## src/rtl/sine_ctrl_saxi.sv

```systemverilog
// AXI4-Lite slave holding the four 32-bit control words for the sine core.
// Optional feature: define SINE_CTRL_SAXI_SLVERR_EN to answer out-of-range addresses with SLVERR.
module sine_ctrl_saxi #(
    parameter int C_S_AXI_DATA_WIDTH = 32,
    parameter int C_S_AXI_ADDR_WIDTH = 6
) (
    input  logic                            ACLK,
    input  logic                            ARESET,
    input  logic [C_S_AXI_ADDR_WIDTH-1:0]   S_AXI_AWADDR,
    input  logic [2:0]                      S_AXI_AWPROT,
    input  logic                            S_AXI_AWVALID,
    output logic                            S_AXI_AWREADY,
    input  logic [C_S_AXI_DATA_WIDTH-1:0]   S_AXI_WDATA,
    input  logic [C_S_AXI_DATA_WIDTH/8-1:0] S_AXI_WSTRB,
    input  logic                            S_AXI_WVALID,
    output logic                            S_AXI_WREADY,
    output logic [1:0]                      S_AXI_BRESP,
    output logic                            S_AXI_BVALID,
    input  logic                            S_AXI_BREADY,
    input  logic [C_S_AXI_ADDR_WIDTH-1:0]   S_AXI_ARADDR,
    input  logic [2:0]                      S_AXI_ARPROT,
    input  logic                            S_AXI_ARVALID,
    output logic                            S_AXI_ARREADY,
    output logic [C_S_AXI_DATA_WIDTH-1:0]   S_AXI_RDATA,
    output logic [1:0]                      S_AXI_RRESP,
    output logic                            S_AXI_RVALID,
    input  logic                            S_AXI_RREADY,
    output logic [C_S_AXI_DATA_WIDTH-1:0]   ctrl_reg0,
    output logic [C_S_AXI_DATA_WIDTH-1:0]   ctrl_reg1,
    output logic [C_S_AXI_DATA_WIDTH-1:0]   ctrl_reg2,
    output logic [C_S_AXI_DATA_WIDTH-1:0]   ctrl_reg3
);

    localparam int DW = C_S_AXI_DATA_WIDTH;
    localparam int SW = C_S_AXI_DATA_WIDTH / 8;
    localparam int AW = C_S_AXI_ADDR_WIDTH;
    localparam logic [1:0] RespOkay   = 2'b00;
    localparam logic [1:0] RespSlvErr = 2'b10;

    typedef enum logic {StWIdle, StWResp} wstate_e;
    typedef enum logic {StRIdle, StRData} rstate_e;

    wstate_e        wstate_q;
    rstate_e        rstate_q;
    logic [DW-1:0]  regs_q [4];
    logic           aw_held_q, w_held_q;
    logic [AW-1:0]  aw_addr_q;
    logic [DW-1:0]  w_data_q;
    logic [SW-1:0]  w_strb_q;
    logic           awready_q, wready_q, bvalid_q, arready_q, rvalid_q;
    logic [1:0]     bresp_q, rresp_q;
    logic [DW-1:0]  rdata_q;

    logic           aw_hs, w_hs, aw_have, w_have, wr_err, rd_err;
    logic [AW-1:0]  wr_addr;
    logic [DW-1:0]  wr_data;
    logic [SW-1:0]  wr_strb;

    // A channel counts as present if captured earlier or handshaking on this edge.
    assign aw_hs   = S_AXI_AWVALID && awready_q;
    assign w_hs    = S_AXI_WVALID && wready_q;
    assign aw_have = aw_held_q || aw_hs;
    assign w_have  = w_held_q || w_hs;
    assign wr_addr = aw_hs ? S_AXI_AWADDR : aw_addr_q;
    assign wr_data = w_hs ? S_AXI_WDATA : w_data_q;
    assign wr_strb = w_hs ? S_AXI_WSTRB : w_strb_q;

`ifdef SINE_CTRL_SAXI_SLVERR_EN
    assign wr_err = |wr_addr[AW-1:4];
    assign rd_err = |S_AXI_ARADDR[AW-1:4];
`else
    assign wr_err = 1'b0;
    assign rd_err = 1'b0;
`endif

    logic unused_bits;
    assign unused_bits = ^{S_AXI_AWPROT, S_AXI_ARPROT, wr_addr[1:0], wr_addr[AW-1:4],
                           S_AXI_ARADDR[1:0], S_AXI_ARADDR[AW-1:4]};

    always_ff @(posedge ACLK) begin
        if (ARESET) begin
            wstate_q  <= StWIdle;
            regs_q    <= '{default: '0};
            aw_held_q <= 1'b0;
            w_held_q  <= 1'b0;
            aw_addr_q <= '0;
            w_data_q  <= '0;
            w_strb_q  <= '0;
            awready_q <= 1'b0;
            wready_q  <= 1'b0;
            bvalid_q  <= 1'b0;
            bresp_q   <= RespOkay;
        end else begin
            unique case (wstate_q)
                StWIdle: begin
                    if (aw_have && w_have) begin
                        if (!wr_err) begin
                            for (int b = 0; b < SW; b++) begin
                                if (wr_strb[b]) regs_q[wr_addr[3:2]][8*b +: 8] <= wr_data[8*b +: 8];
                            end
                        end
                        bresp_q   <= wr_err ? RespSlvErr : RespOkay;
                        bvalid_q  <= 1'b1;
                        awready_q <= 1'b0;
                        wready_q  <= 1'b0;
                        aw_held_q <= 1'b0;
                        w_held_q  <= 1'b0;
                        wstate_q  <= StWResp;
                    end else begin
                        aw_held_q <= aw_have;
                        w_held_q  <= w_have;
                        awready_q <= !aw_have;
                        wready_q  <= !w_have;
                        if (aw_hs) aw_addr_q <= S_AXI_AWADDR;
                        if (w_hs) begin
                            w_data_q <= S_AXI_WDATA;
                            w_strb_q <= S_AXI_WSTRB;
                        end
                    end
                end
                StWResp: begin
                    if (S_AXI_BREADY) begin
                        bvalid_q  <= 1'b0;
                        awready_q <= 1'b1;
                        wready_q  <= 1'b1;
                        wstate_q  <= StWIdle;
                    end
                end
            endcase
        end
    end

    // Nonblocking semantics give a same-edge read the pre-write register value.
    always_ff @(posedge ACLK) begin
        if (ARESET) begin
            rstate_q  <= StRIdle;
            arready_q <= 1'b0;
            rvalid_q  <= 1'b0;
            rresp_q   <= RespOkay;
            rdata_q   <= '0;
        end else begin
            unique case (rstate_q)
                StRIdle: begin
                    if (S_AXI_ARVALID && arready_q) begin
                        rdata_q   <= rd_err ? '0 : regs_q[S_AXI_ARADDR[3:2]];
                        rresp_q   <= rd_err ? RespSlvErr : RespOkay;
                        rvalid_q  <= 1'b1;
                        arready_q <= 1'b0;
                        rstate_q  <= StRData;
                    end else begin
                        arready_q <= 1'b1;
                    end
                end
                StRData: begin
                    if (S_AXI_RREADY) begin
                        rvalid_q  <= 1'b0;
                        arready_q <= 1'b1;
                        rstate_q  <= StRIdle;
                    end
                end
            endcase
        end
    end

    assign S_AXI_AWREADY = awready_q;
    assign S_AXI_WREADY  = wready_q;
    assign S_AXI_BVALID  = bvalid_q;
    assign S_AXI_BRESP   = bresp_q;
    assign S_AXI_ARREADY = arready_q;
    assign S_AXI_RVALID  = rvalid_q;
    assign S_AXI_RRESP   = rresp_q;
    assign S_AXI_RDATA   = rdata_q;
    assign ctrl_reg0     = regs_q[0];
    assign ctrl_reg1     = regs_q[1];
    assign ctrl_reg2     = regs_q[2];
    assign ctrl_reg3     = regs_q[3];

endmodule

```

## config.mk

```make
export PLATFORM = sky130hd
export DESIGN_NAME = sine_ctrl_saxi
export DESIGN_NICKNAME = d
export VERILOG_FILES = /design/src/rtl/sine_ctrl_saxi.sv
export SDC_FILE = /design/constraint.sdc
export NUM_CORES = 1
export LEC_CHECK = 0
export CORE_UTILIZATION = 50
export DETAILED_ROUTE_END_ITERATION = 12
export PLACE_DENSITY = 0.8
export RECOVER_POWER = 25
export SYNTH_ARGS = -nofsm -noshare
export SYNTH_HDL_FRONTEND = slang
export SYNTH_SLANG_ARGS = --single-unit
export TNS_END_PERCENT = 50
```

## constraint.sdc

```tcl
create_clock -name ACLK -period 2.1 [get_ports ACLK]
set_clock_uncertainty 0.2 [all_clocks]
set_input_delay 0.21 -clock ACLK [delete_from_list [all_inputs] [get_ports ACLK]]
set_output_delay 0.21 -clock ACLK [all_outputs]
set_load 0.02 [all_outputs]
```

Word level (Yosys, flattened, before mapping):

Cells that the tools add are included.
W data, S select, Z words.

* register bits after elaboration: 209
* latch bits: 0
* memory bits (writable): 0
* memory bits (read-only): 0
* bits of input ports: 61
* output and inout bits: 169
* word-level logic and storage cells: 98
* memories kept: 0

* add/subtract/negate cells: 0
* multiply operators: 0
* divide/modulo/power cells: 0
* $lt $le $gt $ge: 3
* equal/unequal tests: 4
* shift operators: 0
* mux-type cells: 53
* bitwise operators: 5
* reductions and logical operators: 15

Operators by type and width (count)
* $mux W128: 13
* $bwmux W128: 4
* $demux W32 S2: 4
* $mux W32: 4
* $bmux W32 S2: 1
* $mux W24: 1
* $mux W16: 1
* $mux W1: 15
* $pmux W1 S2: 7
* $reduce_and A2 Y1: 5
* $mux W4: 2
* $mux W8: 1
* $ne A2 B2 Y1 const B: 4
* $ge A3 B3 Y1 const B: 2
* $not A2 Y3: 2
* $logic_and A1 B1 Y1: 5
* $lt A3 B1 Y1 const B: 1
* $not A1 Y1: 3
* $reduce_and A3 Y1: 1
* $logic_not A1 Y1: 2
* $logic_or A1 B1 Y1: 2

Logic depth before layout (Yosys ltp):

* depth after elaboration: 24
* depth in mapped cells: 6
* gate-level depth less buffers: 4

Worst setup path before layout:

Ideal clock, no wire load.

* kind: flip-flop to flip-flop
* from: register wready_q (netlist: S_AXI_WREADY)
* to: register regs_q, in the netlist ctrl_reg3[0]
* library setup time: 0.072 ns
* data arrival time: 1.582 ns
* data required time: 1.828 ns
* path slack: 0.247 ns
* stages on the path, launching flop included: 6
* buffers on the path: 1
* period minus slack after synthesis: 1.853 ns
* cell sequence: dfxtp_1 nand2_1 a31oi_1 nand3b_1 buf_6 mux2i_1

* cells in the longest elaborated chain, start to end: 19
* elaborated cells on any way between the ends: 23
* those cells by class: mux (19); reduce/logical (4)

RTL lines
* start: declaration: line 50 `logic awready_q, wready_q, bvalid_q, arready_q, rvalid_q;`
* start signal: assignment: line 113 `wready_q <= !w_have;`
* $logic_and A1 B1 Y1 (*): line 61 `assign w_hs = S_AXI_WVALID && wready_q;`
* $mux W32
* $bwmux W128: line 99 `if (wr_strb[b]) regs_q[wr_addr[3:2]][8*b +: 8] <= wr_data[8*b +: 8];`
* $mux W128: line 99
* $mux W128: line 96 `if (aw_have && w_have) begin`
* $mux W128: line 94 `unique case (wstate_q)`
* $mux W128: line 81 `if (ARESET) begin`
* $bwmux W128: line 99
* (+3 left out)
* $mux W128: line 81
* $bwmux W128: line 99
* $mux W128: line 99
* $mux W128: line 96
* $mux W128: line 94
* $mux W128: line 81
* $bwmux W128: line 99
* $mux W128: line 99
* end signal: indexed assignment: line 99
* end: declaration: line 45 `logic [DW-1:0] regs_q [4];`

Every way passes the cells marked *; elsewhere a longest branch is shown, timed or not. The select of a mux whose other input is x is not followed.
A chain may end at the register's enable or synchronous reset.

Worst setup path in the final report:

* from: register wready_q (netlist: S_AXI_WREADY)
* to: output S_AXI_WREADY

RTL lines
* end: declaration: line 16 `output logic S_AXI_WREADY,`

No word-level cell between the ends.

==> results.ini <==
[placed_design]
place_hpwl_um=16200
port_buffers=211
dpl-instance-area_mm2=0.0120
globalplace.congestion=0.794

[setup_path]
path_depth=1
worstPathRequired_ns=1.69
crit_family=buffers and inverters
critPathArrivalTime_ns=1.61
r2r_start=S_AXI_WREADY$_SDFFE_PP0P_
crit_path_start_kind=register
endpoint_kind=primary output
path_max_fanout=7
rr_endpoint=ctrl_reg2[6]$_SDFFE_PP0P_
path_buf_inv=1
slowest_delay_ns=0.66
crit_type=reg2out
slowest_stage=clkdlybuf4s50_1
path_cells=clkdlybuf4s50_1
ff2ff_setup_slack_ns=0.11
reg2regPathDepth=5

[route]
post-route-drc-count=0
routed_wl_um=24300
antenna_left=0
vias_per_cell=5.34
num_vias=7508
dr.pass1.iters=5
routedWlPerCell_um=17.3
first_iter_violations=333

[global_route]
grt_pass1_wl_um=37300
grt_pass1_vias=7117
antenna_found_initial=0
grt_max_degree=70
grtUsageTotal_pct=25.3
globalRouteOverflowTotal=0

[layout]
n_fill_cell=1355
final_cell_mix=208 x clkdlybuf4s50_1, 207 x dfxtp_1, 205 x nand2_1, 130 x nand2b_1, 130 x mux2i_1
area.growth.synth_to_final_pct=37.9
final_net_count=1224
drive_above_1_share_pct=12.2
layout_commonest_cell=clkdlybuf4s50_1
final_area_mm2=0.0127
antenna_cells=0
final_core_utilization_pct=70.6

[yosys]
ys_seq_area_share_pct=44.9
synth.ff_latch_count=207
synth.avg_cell_area_um2=9.79
yosys_warnings=0
synth_area_mm2=0.00923
ys_types=41
syn-instance-count=943

[pwr]
ir_worst_vdd_v=0.000919
leakagePower_nw=4.76
powerDensity_mw_per_mm2=695

[floorplanning]
num_rows=49
die_h_um=138
start_util_pct=51.2
die_w_um=138
io_pins=230
core_area_mm2=0.0180
dieArea_mm2=0.0190

[clock_network]
cts.path.max_buffers=3
htree_levels=1
cts_tree=yes
clk_latency_ns=0.50
clkSlewWorstSetupHoldPaths_ns=0.06
cts-root-buf=clkbuf_16
numCtsBuffers=22
postCtsSetupBuffers=0
cts.sinks=207

[sta]
rsz0062_at_grt=false
max_freq_mhz=495
fin_crit_ns=2.02
setup_viol=0
relSlewSlack_pct=61.4
hold_viol=0
tightest_slew_ns=0.579
holdWs_ns=0.0870
slew_violations=0
finalCritPeriodShare_pct=96.2

[run_status]
run_status=finished clean

[min_path]
hold_depth=3
min_to=w_strb_q[0]$_SDFFE_PP0P_
hp-start=S_AXI_WSTRB[0]
min_path_type=in2reg

[job]
max-cap-violations=0

power breakdown:
group	switching, mW	leakage, nW	internal [mW]
Sequential	0.0481	1.67	3.99
Combinational	0.482	2.72	0.370
Clock	1.58	0.372	2.38
Total	2.11	4.76	6.74
how the worst max path moves through the flow:
| stage | start | to | slack [ns] |
|---|---|---|---|
| after global placement | S_AXI_AWVALID | ctrl_reg2[28]$_SDFFE_PP0P_ | -0.24 |
| after detailed placement | S_AXI_AWVALID | ctrl_reg2[27]$_SDFFE_PP0P_ | -0.28 |
| after floorplan | S_AXI_WREADY$_SDFFE_PP0P_ | ctrl_reg3[0]$_SDFFE_PP0P_ | 0.25 |
| final | S_AXI_WREADY$_SDFFE_PP0P_ | S_AXI_WREADY | 0.08 |
| after global routing | S_AXI_WREADY$_SDFFE_PP0P_ | ctrl_reg0[12]$_SDFFE_PP0P_ | 0.02 |
| after CTS | S_AXI_AWREADY$_SDFFE_PP0P_ | ctrl_reg2[27]$_SDFFE_PP0P_ | 0.06 |
metal layers:
layer,share of wire (%),routed length (um),GRT usage (%),vias up
li1,-,-,-,3635
met1,44,10800,33.4,3613
met2,48,11600,42.4,225
met3,6.5,1590,4.86,35
met4,1.5,367,6.04,0
met5,0,0,0,-
layout make-up:
type / count / area (um2) / area share [%]
tap: 229 / 287 / 2.25
timing repair buffer: 263 / 2770 / 21.7
inverter: 1 / 3.75 / 0.0295
sequential: 207 / 4140 / 32.6
multi-input combinational: 668 / 4780 / 37.6
clock buffer: 27 / 631 / 4.96
clock inverter: 12 / 115 / 0.905
through the flow:
step,TNS [ns],setup slack [ns],std cells,total power [mW]
floorplan,0,0.247,946,4.63
global placement,-14.16,-0.244,1367,4.98
detailed placement,-17.07,-0.285,1367,4.99
CTS,0,0.0635,1407,8.94
global route,0,0.0235,1407,9.16
finish,0,0.0806,1407,8.84
cells by family (layout without fill, tap and decap cells):
group	after synthesis	after routing	share of synthesized area (%)
buffers and inverters	71	303	3.57
AO/OA/AOI/OAI	118	118	8.39
multiplexers	162	162	21.9
AND/OR/NAND/NOR	384	384	21.2
flip-flops	207	207	44.9
other	1	4	0.0406
flip-flops by register name, summed over array words and instances, names as in the netlist, 2 cells and up:
register	cells
S_AXI_RDATA	32
aw_addr_q	2
ctrl_reg0	32
ctrl_reg3	32
ctrl_reg1	32
w_strb_q	4
w_data_q	32
ctrl_reg2	32
cell usage after synthesis:
library cell / n / area (um2)
nand4_1: 1 / 6.26
or3_1: 1 / 6.26
nor3b_1: 1 / 7.51
and2_4: 1 / 8.76
buf_2: 17 / 85.1
and3_1: 1 / 6.26
a21oi_1: 69 / 345
buf_4: 5 / 37.5
nor3_2: 1 / 10.0
dfxtp_1: 207 / 4140
nor2b_1: 2 / 12.5
nand3b_1: 8 / 60.1
nand2_1: 206 / 773
mux4_2: 32 / 721
and2_1: 1 / 6.26
a31oi_4: 1 / 21.3
a21o_4: 1 / 15.0
and3b_1: 1 / 8.76
and4b_1: 1 / 10.0
nand2b_2: 1 / 8.76
a21oi_2: 1 / 8.76
a21boi_2: 1 / 11.3
a21o_1: 33 / 248
a22oi_4: 2 / 42.5
buf_6: 3 / 33.8
nor2_1: 14 / 52.6
nor3_4: 8 / 130
buf_1: 6 / 22.5
a211oi_1: 2 / 15.0
mux2i_1: 130 / 1300
o31ai_2: 1 / 12.5
a22oi_2: 1 / 12.5
nor3_1: 5 / 25.0
clkbuf_1: 39 / 146
nand4b_1: 1 / 8.76
o21ai_0: 2 / 10.0
nand2b_1: 130 / 813
conb_1: 1 / 3.75
a31oi_1: 1 / 6.26
inv_1: 1 / 3.75
a311oi_1: 3 / 26.3
timing repair:
item	4_1_cts	5_1_grt
endpoints found under the setup margin	0	16
hold buffers	1	0
resized for setup	0	1
endpoints found under the hold margin	12	0
Note: power is estimated with default switching activity, not from simulation.
